===== src/rtl/program_loader.sv =====
// Byte-stream program loader: packs header/data/checksum frames into 16-bit
// words, writes them to instruction memory and releases run once the XOR checksum matches.
module program_loader #(
  parameter int                ADDR_W    = 8,
  parameter logic [ADDR_W-1:0] BASE_ADDR = '0
) (
  input  logic              clk,
  input  logic              reset,
  input  logic              in_valid,
  input  logic [7:0]        in_data,
  output logic              in_ready,
  output logic              mem_we,
  output logic [ADDR_W-1:0] mem_addr,
  output logic [15:0]       mem_wdata,
  output logic              run,
  output logic              err,
  output logic [8:0]        words_loaded
);

  localparam logic [2:0] S_IDLE  = 3'd0;
  localparam logic [2:0] S_HI    = 3'd1;
  localparam logic [2:0] S_LO    = 3'd2;
  localparam logic [2:0] S_WRITE = 3'd3;
  localparam logic [2:0] S_CSUM  = 3'd4;
  localparam logic [2:0] S_DONE  = 3'd5;
  localparam logic [2:0] S_ERR   = 3'd6;

  logic [2:0]        state;
  logic [8:0]        n_words;
  logic [7:0]        acc;
  logic [7:0]        hi;
  logic [ADDR_W-1:0] widx;
  logic              xfer;

  assign in_ready = (state != S_WRITE);
  assign xfer     = in_valid && in_ready;

  always_ff @(posedge clk or negedge reset) begin
    if (!reset) begin
      state        <= S_IDLE;
      n_words      <= '0;
      acc          <= '0;
      hi           <= '0;
      widx         <= '0;
      mem_we       <= 1'b0;
      mem_addr     <= BASE_ADDR;
      mem_wdata    <= '0;
      run          <= 1'b0;
      err          <= 1'b0;
      words_loaded <= '0;
    end else begin
      mem_we <= 1'b0;
      case (state)
        // DONE and ERR hold their outputs but accept a new header like IDLE.
        S_IDLE, S_DONE, S_ERR: begin
          if (xfer) begin
            n_words      <= (in_data == 8'd0) ? 9'd256 : {1'b0, in_data};
            acc          <= in_data;
            words_loaded <= '0;
            widx         <= '0;
            run          <= 1'b0;
            err          <= 1'b0;
            state        <= S_HI;
          end
        end
        S_HI: begin
          if (xfer) begin
            hi    <= in_data;
            acc   <= acc ^ in_data;
            state <= S_LO;
          end
        end
        S_LO: begin
          if (xfer) begin
            acc       <= acc ^ in_data;
            mem_wdata <= {hi, in_data};
            mem_addr  <= BASE_ADDR + widx;
            mem_we    <= 1'b1;
            state     <= S_WRITE;
          end
        end
        S_WRITE: begin
          words_loaded <= words_loaded + 9'd1;
          widx         <= widx + 1'b1;
          state        <= (words_loaded + 9'd1 == n_words) ? S_CSUM : S_HI;
        end
        S_CSUM: begin
          if (xfer) begin
            if (in_data == acc) begin
              run   <= 1'b1;
              state <= S_DONE;
            end else begin
              err   <= 1'b1;
              state <= S_ERR;
            end
          end
        end
        default: state <= S_IDLE;
      endcase
    end
  end

endmodule


===== config.mk =====
export PLATFORM = sky130hd
export DESIGN_NAME = program_loader
export DESIGN_NICKNAME = d
export VERILOG_FILES = /design/src/rtl/program_loader.sv
export SDC_FILE = /design/constraint.sdc
export NUM_CORES = 1
export LEC_CHECK = 0
export CAP_MARGIN = 25
export CORE_AREA = 2 2 61 106
export CTS_BUF_LIST = sky130_fd_sc_hd__clkbuf_4 sky130_fd_sc_hd__clkbuf_8 sky130_fd_sc_hd__clkbuf_16
export CTS_CLUSTER_DIAMETER = 150
export DETAILED_ROUTE_END_ITERATION = 16
export DIE_AREA = 0 0 63 108
export GPL_ROUTABILITY_DRIVEN = 0
export PLACE_DENSITY = 0.82
export SETUP_SLACK_MARGIN = 0.05
export SKIP_CTS_REPAIR_TIMING = 1
export SYNTH_ARGS = -nofsm -noshare
export SYNTH_HDL_FRONTEND = slang
export SYNTH_SLANG_ARGS = --single-unit

===== constraint.sdc =====
create_clock -name clk -period 2.93 [get_ports clk]
set_input_delay 0.879 -clock clk [delete_from_list [all_inputs] [get_ports clk]]
set_output_delay 0.879 -clock clk [all_outputs]
set_load 0.01 [all_outputs]

==> After elaboration in Yosys (flattened, before gate mapping) <==
Cells that the tools add are included.
{ "word_totals": {"reg_bits": 72, "inputBits": 11, "out_inout_bits": 37, "wordCells": 70} }
{ "classes": {"addsub": 2, "eq_ne": 16, "n_mux": 24, "bitwise_logic": 1, "reduce_logical": 16} }
{ "ops": {"columns": ["op", "count"], "rows": [
  ["8-bit one-hot mux with 2 select lines", 2],
  ["8-bit two-way mux", 3],
  ["9-bit two-way mux", 2],
  ["9-bit one-hot mux with 2 select lines", 1],
  ["3-bit two-way mux", 5],
  ["3-bit one-hot mux with 5 select lines", 1],
  ["2-bit inequality test (second input constant)", 6],
  ["4-bit AND reduction", 3],
  ["9-bit by 1-bit adder with 9-bit output (second input constant)", 1],
  ["3-bit == test (second input constant)", 3],
  ["9-bit == test", 1],
  ["8-bit by 1-bit adder with 8-bit output (second input constant)", 1],
  ["8-bit == test", 1],
  ["8-bit zero test", 1],
  ["2-bit AND reduction", 4],
  ["8-bit XOR", 1],
  ["1-bit two-way mux", 7],
  ["3-bit by 2-bit == test with 1-bit output (second input constant)", 2],
  ["2-bit nonzero test", 3],
  ["1-bit one-hot mux with 2 select lines", 2],
  ["3-bit by 1-bit == test with 1-bit output (second input constant)", 1],
  ["3-bit zero test", 1],
  ["3-bit by 2-bit inequality test with 1-bit output (second input constant)", 1],
  ["3-bit AND reduction", 1],
  ["5 further kinds", 5]
]} }

==> Logic depth before layout (Yosys ltp) <==
{ "logic_depth": {"ltp_word": 4, "ltp_mapped": 8, "depth_no_buf": 7} }

==> Worst setup path after synthesis <==
Ideal clock, no wire load.
{ "synth_timing": {"kind": "input -> register", "from": "in in_valid", "to": "reg mem_wdata[4]", "setup_ps": 125, "arrival_time_ps": 1954, "required_ps": 2805, "path_slack_ps": 852, "path_stages": 5, "path_buffers": 3, "cell_sequence": "buf_2 > and4bb_2 > buf_2 > buf_2 > mux2_2"} }
{ "synth_between": {"elab_chain_cells": 2} }
{ "synth_rtl": {"columns": ["item", "line", "source"], "rows": [
  ["start, declared", "9", "input logic in_valid,"],
  ["1-bit logical AND", "36", "assign xfer = in_valid && in_ready;"],
  ["2-bit AND reduction (no line)", null, null],
  ["end signal, assigned", "76", "mem_wdata <= {hi, in_data};"],
  ["end, declared", "14", "output logic [15:0] mem_wdata,"]
]} }
Every way passes these cells.
A chain may end at the register's enable or synchronous reset.

==> Worst setup path after layout <==
{ "layout_timing": {"from": "reg state[0]", "to": "out in_ready"} }
{ "layout_between": {"elab_chain_cells": 1} }
{ "layout_rtl": {"columns": ["item", "line", "source"], "rows": [
  ["start, declared", "28", "logic [2:0] state;"],
  ["start signal, assigned", "85", "state <= (words_loaded + 9'd1 == n_words) ? S_CSUM : S_HI;"],
  ["3-bit by 2-bit inequality test with 1-bit output", "35", "assign in_ready = (state != S_WRITE);"],
  ["end, declared", "11", "output logic in_ready,"]
]} }
Every way passes these cells.

==> summary by stage <==
Layout
The total of fill cells in the finished design is 415. The number of nets in the finished design is 365. Leaving out fill and tap cells, the most frequent cell in the layout is sky130_fd_sc_hd__dfrtp_1. The area growth from synthesis to layout is 26.8%.

With fillers left out, the area of the finished cells amounts to 4220 um^2. The proportion of layout cells with a drive suffix above 1 is 21.0%. Once layout is complete, the utilization of the core stands at 71.8%. The number of diodes added for antenna fixing is 0. In the layout the commonest cells are 72 x sky130_fd_sc_hd__dfrtp_1, 46 x sky130_fd_sc_hd__clkdlybuf4s50_1, 40 x sky130_fd_sc_hd__mux2_2, 39 x sky130_fd_sc_hd__nand2_1, 21 x sky130_fd_sc_hd__xor2_1.

STA
The clock period minus final worst setup slack is 2720 ps. The worst-case headroom to the max-slew limit is 64.9%. The count of endpoints failing hold in the final timing report is 0.

For the pin with the worst max-slew slack, the measured transition is 522 ps. The clock skew is 4.86 ps. The fraction of the cycle the final worst path needs is 92.8%. Setup repair after global routing left no endpoint under its margin. The summed negative setup slack over all endpoints is 0 ps. Derived from the worst setup path, the maximum achievable clock frequency is 368 MHz.

Across all setup checks in the final design, the least slack found is 211 ps. The tightest hold margin is 502 ps. Setup violations remaining at the end of the flow were counted as 0. The number of pins with negative max-slew slack in the final report came to 0.

Routing
The detailed-route wire length per cell is 16.6 um. After detailed routing, the wire length on met1 is 2800 um. The first detailed-routing pass took 4 iterations.

The top routing layer in use is met4. The final layout contains routed wiring with a total length of 7230 um. The first-iteration detailed-routing DRC count is 142. Once detail routing completed, the nets flagged for antenna violations numbered 0. Wire segments on met2 add up to 3950 um in the final route. The remaining routing DRC violations is 0. The met3 routed wirelength is 251 um. Summing over every cut layer, the via total after detailed routing is 2485. The detail-routed via count per cell is 5.71.

Pwr
The combinational fraction of design power is 34.2%. The internal power summed over all cells is 2.80 mW. In this run switching power makes up 30.9% of total power. The total power density per cell area is 958 nW/um^2. For this design the total switching power over the nets is 1.25 mW. The clock network burns 26.0% of the power. Registers are responsible for 39.8% of the overall power. IR analysis of the VDD net gives a maximum drop of 615 uV. The analysis attributes to cell leakage a power of 1.86 nW.

Clock network
Clock-pin slew was measured on the worst setup and hold paths at 70 ps. In this run the deepest clock path goes through 2 buffers. The H-tree generated during clock tree synthesis spans 3 levels. TritonCTS built the clock tree. For the worst-skew pair, the clock arrives at the later sink with an insertion delay of 350 ps. The clock root buffer master is sky130_fd_sc_hd__clkbuf_8. In this run, CTS created clock tree buffers numbering 9. Clock tree synthesis found a total of 72 sinks.

Synth
The post-synthesis instance area is 3330 um^2. For this run, the number of Yosys warnings is 0. The proportion of synthesized chip area in sequential cells is 54.1%. The synthesized netlist devotes 7.37% of its cell area to XOR and XNOR gates. The simple-gate share of the synthesized area is 13.2%.

The post-synthesis instance total is 294. Summing the areas of all compound-gate instances in the mapped netlist gives 7.82% of the synthesized area. The synthesized design contains 72 register bits. The main combinational cell family by area after synthesis is multiplexers. The adder and majority gate portion of the synthesized area is 0.752%. The number of nets handed over by synthesis was 307. In this run the mean area of a mapped cell was 11.3 um^2.

The number of unique standard cell types used by synthesis is 37. The portion of synthesized area spent on multiplexers is 14.1%.

Global route
Global routing consumed, over all layers together, 23.3% of the routing resources. The first global-routing pass estimated 12000 um of wire. The initial antenna violation count was 0. The total congestion overflow after global routing is 0. The number of global-route vias before repair came to 2392. Entering global routing, the biggest net connects 52 pins.

Setup path
The type of the worst setup path is reg2out. The buffering stage count on the worst path with inverters included is 2. The worst setup path is launched from a register. In this design, the stage delay of the slowest critical-path cell is 530 ps. The critical path capture point type is an output pin. The cell with the biggest individual delay on the critical path is sky130_fd_sc_hd__dfrtp_1. The flop-to-flop setup slack is 920 ps.

The arrival time of the worst setup path is 1840 ps. The cell class contributing the biggest share of worst-path delay is buffers and inverters. The critical-path maximum fanout is 19. STA puts the critical path data required time at 2050 ps. The critical path goes through nand2_1 > nor2_1 > inv_4 > clkdlybuf4s50_1.

Floorplanning
The die covers 6800 um^2. The die boundary height is 108 um. The width of the die is 63 um. During I/O placement, the number of pins put on the boundary was 48.

The initial utilization of the core area, before any placement, comes to 56.6%. The region available for standard cell placement spans 5880 um^2. The number of placement rows is 37.

Run status
The run finished with clean final reports.

Place
The placed cell area is 3950 um^2. The half-perimeter wire length after detailed placement is 4990 um. The port buffer count is 47. Timing analysis after detailed placement gives a worst setup slack of 293 ps.

Worst hold path
The tightest min-delay check is of the in2async type.

Job
Max-cap violations in this run came to 0.
-- sequential cells by signal, indices dropped and copies added, names as in the netlist --
register      cells
n_words           9
widx              8
words_loaded      9
state             3
err               1
mem_wdata        16
mem_addr          8
run               1
acc               8
mem_we            1
hi                8
-- final cells by class --
| cell class | instances | area [um^2] | area share (%) |
|---|---|---|---|
| timing repair buffer | 61 | 596 | 14.1 |
| inverter | 1 | 6.26 | 0.148 |
| tap | 78 | 97.6 | 2.31 |
| clock inverter | 5 | 128 | 3.02 |
| multi-input combinational | 207 | 1450 | 34.3 |
| sequential | 72 | 1800 | 42.7 |
| clock buffer | 11 | 145 | 3.44 |
-- cell usage after synthesis --
| cell | n | area (um^2) |
|---|---|---|
| sky130_fd_sc_hd__a211o_1 | 1 | 8.76 |
| sky130_fd_sc_hd__a21oi_1 | 2 | 10.0 |
| sky130_fd_sc_hd__a22o_1 | 1 | 8.76 |
| sky130_fd_sc_hd__a31oi_1 | 5 | 31.3 |
| sky130_fd_sc_hd__a32o_1 | 1 | 10.0 |
| sky130_fd_sc_hd__a32oi_1 | 1 | 8.76 |
| sky130_fd_sc_hd__and2_4 | 1 | 8.76 |
| sky130_fd_sc_hd__and3_1 | 8 | 50.1 |
| sky130_fd_sc_hd__and4bb_2 | 1 | 12.5 |
| sky130_fd_sc_hd__buf_2 | 11 | 55.1 |
| sky130_fd_sc_hd__buf_6 | 2 | 22.5 |
| sky130_fd_sc_hd__clkbuf_1 | 1 | 3.75 |
| sky130_fd_sc_hd__dfrtp_1 | 72 | 1800 |
| sky130_fd_sc_hd__ha_1 | 2 | 25.0 |
| sky130_fd_sc_hd__inv_2 | 1 | 3.75 |
| sky130_fd_sc_hd__mux2_2 | 40 | 450 |
| sky130_fd_sc_hd__mux2i_1 | 2 | 20.0 |
| sky130_fd_sc_hd__nand2_1 | 39 | 146 |
| sky130_fd_sc_hd__nand2b_1 | 2 | 12.5 |
| sky130_fd_sc_hd__nand3_1 | 3 | 15.0 |
| sky130_fd_sc_hd__nand3b_1 | 1 | 7.51 |
| sky130_fd_sc_hd__nand4_1 | 5 | 31.3 |
| sky130_fd_sc_hd__nor2_1 | 13 | 48.8 |
| sky130_fd_sc_hd__nor2b_1 | 5 | 31.3 |
| sky130_fd_sc_hd__nor3_1 | 3 | 15.0 |
| sky130_fd_sc_hd__nor3b_1 | 1 | 7.51 |
| sky130_fd_sc_hd__nor4_1 | 5 | 31.3 |
| sky130_fd_sc_hd__nor4bb_1 | 1 | 10.0 |
| sky130_fd_sc_hd__o211ai_1 | 1 | 7.51 |
| sky130_fd_sc_hd__o21ai_0 | 13 | 65.1 |
| sky130_fd_sc_hd__o21ai_1 | 16 | 80.1 |
| sky130_fd_sc_hd__o21bai_1 | 1 | 7.51 |
| sky130_fd_sc_hd__o31ai_1 | 3 | 22.5 |
| sky130_fd_sc_hd__or2_1 | 1 | 6.26 |
| sky130_fd_sc_hd__or3_1 | 1 | 6.26 |
| sky130_fd_sc_hd__xnor2_1 | 7 | 61.3 |
| sky130_fd_sc_hd__xor2_1 | 21 | 184 |
-- worst paths after layout --
check	start	end	cells after the start
setup / recovery	state[0]	in_ready	4
hold / removal	reset	mem_wdata[5]	1
setup reg to reg	words_loaded[0]	state[0]	7
hold reg to reg	hi[2]	hi[2]	1
max in group asynchronous	reset	state[2]	2
min in group clk	hi[2]	hi[2]	1
-- per-stage QoR --
step                      cells  power [mW]
after floorplan             294        2.44
after global placement      419        2.94
after detailed placement    419        3.01
after CTS                   435        4.06
after global routing        435        4.28
final                       435        4.04
-- worst register-to-register path: cells and delay by family (launching register included) --
kind	cells	cell delay, ps
AOI/OAI and AO/OA	2	410
and+or+nand+nor	4	690
DFF	1	460
adders and majority gates	1	330
-- cell families after synthesis --
logic type	count (synthesis)
adders and majority gates	2
DFF	72
xor gates and xnor gates	28
muxes	42
AOI/OAI and AO/OA	45
buffers and inverters	15
and+or+nand+nor	90
-- metal layers --
metal / up-vias / track usage [%]
li1: 1141 / -
met1: 1257 / 27.1
met2: 65 / 41.1
met3: 22 / 3.64
met4: 0 / 11.9
met5: - / 0
-- power by group through the flow --
stage / clock network [mW] / logic (mW) / registers (mW)
after floorplan: 0 / 0.838 / 1.61
after global placement: 0 / 1.34 / 1.60
after detailed placement: 0 / 1.38 / 1.63
after CTS: 1.06 / 1.40 / 1.61
after global routing: 1.11 / 1.51 / 1.65
final: 1.05 / 1.39 / 1.61
No activity file was read; power rests on OpenSTA's default activity.
==> variant: new RTL, config.mk and constraints unchanged <==
The parameter `ADDR_W` goes from 8 to 9.
--- a/src/rtl/program_loader.sv
+++ b/src/rtl/program_loader.sv
@@ -1,7 +1,7 @@
 // Byte-stream program loader: packs header/data/checksum frames into 16-bit
 // words, writes them to instruction memory and releases run once the XOR checksum matches.
 module program_loader #(
-  parameter int                ADDR_W    = 8,
+  parameter int                ADDR_W    = 9,
   parameter logic [ADDR_W-1:0] BASE_ADDR = '0
 ) (
   input  logic              clk,
Interface: changed (resized mem_addr); port bits go from 48 to 49. The function was not compared with the original's and may differ.
==> variant against the original RTL <==
  * Area after synthesis rose by 2.7%
  * Critical endpoint unchanged
  * Total power fell by 8.3%
  * Critical path type unchanged
  * Cell area fell by 2.6%
  * Utilization fell by 1.9 points
  * Worst setup slack improved by 0.12 ns
  * Die area did not move
  * Clock power fell by 32%
  * Sequential cell count rose by 2
  * Via count fell by 6.7%
  * Final cell count fell by 2.5%
  * Clock skew barely moved
  * Wire length fell by 8.5%
==> variant: results <==
export IMPL_outcome="completed"
export IMPL_top_layer_used="met4"
export IMPL_cp_arrival_ns=1.72
export IMPL_dp_cells=410
export IMPL_routedWlPerCell_um=15.60
export IMPL_crit_reg2reg_launch="words_loaded[0]$_DFFE_PN0P_"
export IMPL_grt_usage=0.2140
export IMPL_reg2reg_depth=6
export IMPL_finClkSkew_ns=0.004749
export IMPL_r2r_setup_slack_ns=0.98
export IMPL_yosysSeqAreaShare=0.5419
export IMPL_critical_path_peak_fanout=7
export IMPL_postPlaceCellArea_um2=3934
export IMPL_hp_class="flop to flop"
export IMPL_h_tree_depth=3
export IMPL_first_iter_violations=135
export IMPL_grt_pass1_vias=2313
export IMPL_hold_depth=1
export IMPL_grt_pass1_wl_mm=11.13
export IMPL_grt_use_met1=0.2579
export IMPL_clk_latency_ns=0.35
export IMPL_grtUsageMet2=0.3571
export IMPL_drive_gt1_frac=0.2052
export IMPL_dr_wl_met2_mm=3.577
export IMPL_finalWirelength_mm=6.614
export IMPL_wl_met1_mm=2.674
export IMPL_p_leak_nw=1.781
export IMPL_synth_top_cells_by_count="dfrtp_1, mux2_2, nand2_1"
export IMPL_io_buffers=48
export IMPL_cp_startpoint="state[1]$_DFFE_PN0P_"
export IMPL_dp_hpwl_mm=4.647
export IMPL_wl_met3_um=253
export IMPL_largest_reg_flops=16
export IMPL_reg2reg_to="state[0]$_DFFE_PN0P_"
export IMPL_syn_avg_cell_area_um2=11.70
export IMPL_grt_util_met3=0.05307
export IMPL_pre_cts_ws_ns=0.2501
export IMPL_p_sw_frac=0.3220
export IMPL_syn_nets=305
export IMPL_ys_top_cells_by_area="dfrtp_1, mux2_2, o21ai_0, xnor2_1, nand2_1"
export IMPL_fin_hold_ws_ns=0.4885
export IMPL_routed_via_density=5.469
export IMPL_synthDistinctLibCells=39
export IMPL_final_nets=356
export IMPL_ir_worst_vdd_uv=573.1
export IMPL_grt_max_degree=75
export IMPL_whs_endpoint="mem_wdata[1]$_DFFE_PN0P_"
export IMPL_maxSlewHeadroom=0.3974
[variant: cell count changes in the layout (fill, tap and decap cells not counted), sizes merged, moves of 4 or more]
| cell | unedited run | this run |
|---|---|---|
| buf | 15 | 6 |
| bufinv | 4 | 0 |
| xnor2 | 7 | 17 |
| xor2 | 21 | 15 |
[variant: worst max path at each step]
stage | end | slack (ns) | cells past startpoint
2_1_floorplan | in_ready | 0.94 | 5
3_3_place_gp | mem_wdata[8]$_DFFE_PN0P_ | 0.33 | 6
3_5_place_dp | mem_wdata[9]$_DFFE_PN0P_ | 0.25 | 6
4_1_cts | in_ready | 0.31 | 4
5_1_grt | in_ready | 0.25 | 4
6_report | in_ready | 0.33 | 4
[variant: layout make-up]
cell class                 count  area [um2]
clock inverter                 2       12.51
multi-input combinational    202        1458
clock buffer                  12       165.2
timing repair buffer          53       515.5
tap                           78       97.59
sequential                    74        1852
inverter                       3       11.26
fill                         469        1768
[variant: cells by family (layout without fill, tap and decap cells)]
kind of cell,Yosys count,in the layout,share of synthesized area
flops,74,74,0.5419
simple gates,83,83,0.1208
mux,42,42,0.1417
fa+ha+maj,3,3,0.01025
compound gates,42,42,0.07177
buf+inv,16,70,0.03149
xor+xnor,32,32,0.08202
[variant: critical path: stages (launching register included)]
cell	delay [ns]
dfrtp_1	0.44
nor2b_1	0.17
and2_1	0.19
inv_2	0.06
clkdlybuf4s50_1	0.52
[variant: power by group through the flow]
stage / logic (mW) / clock network [mW] / registers (mW)
2_1_floorplan: 0.884 / 0 / 1.63
3_3_place_gp: 1.36 / 0 / 1.61
3_5_place_dp: 1.40 / 0 / 1.63
4_1_cts: 1.41 / 0.734 / 1.61
5_1_grt: 1.52 / 0.786 / 1.65
6_report: 1.40 / 0.713 / 1.60
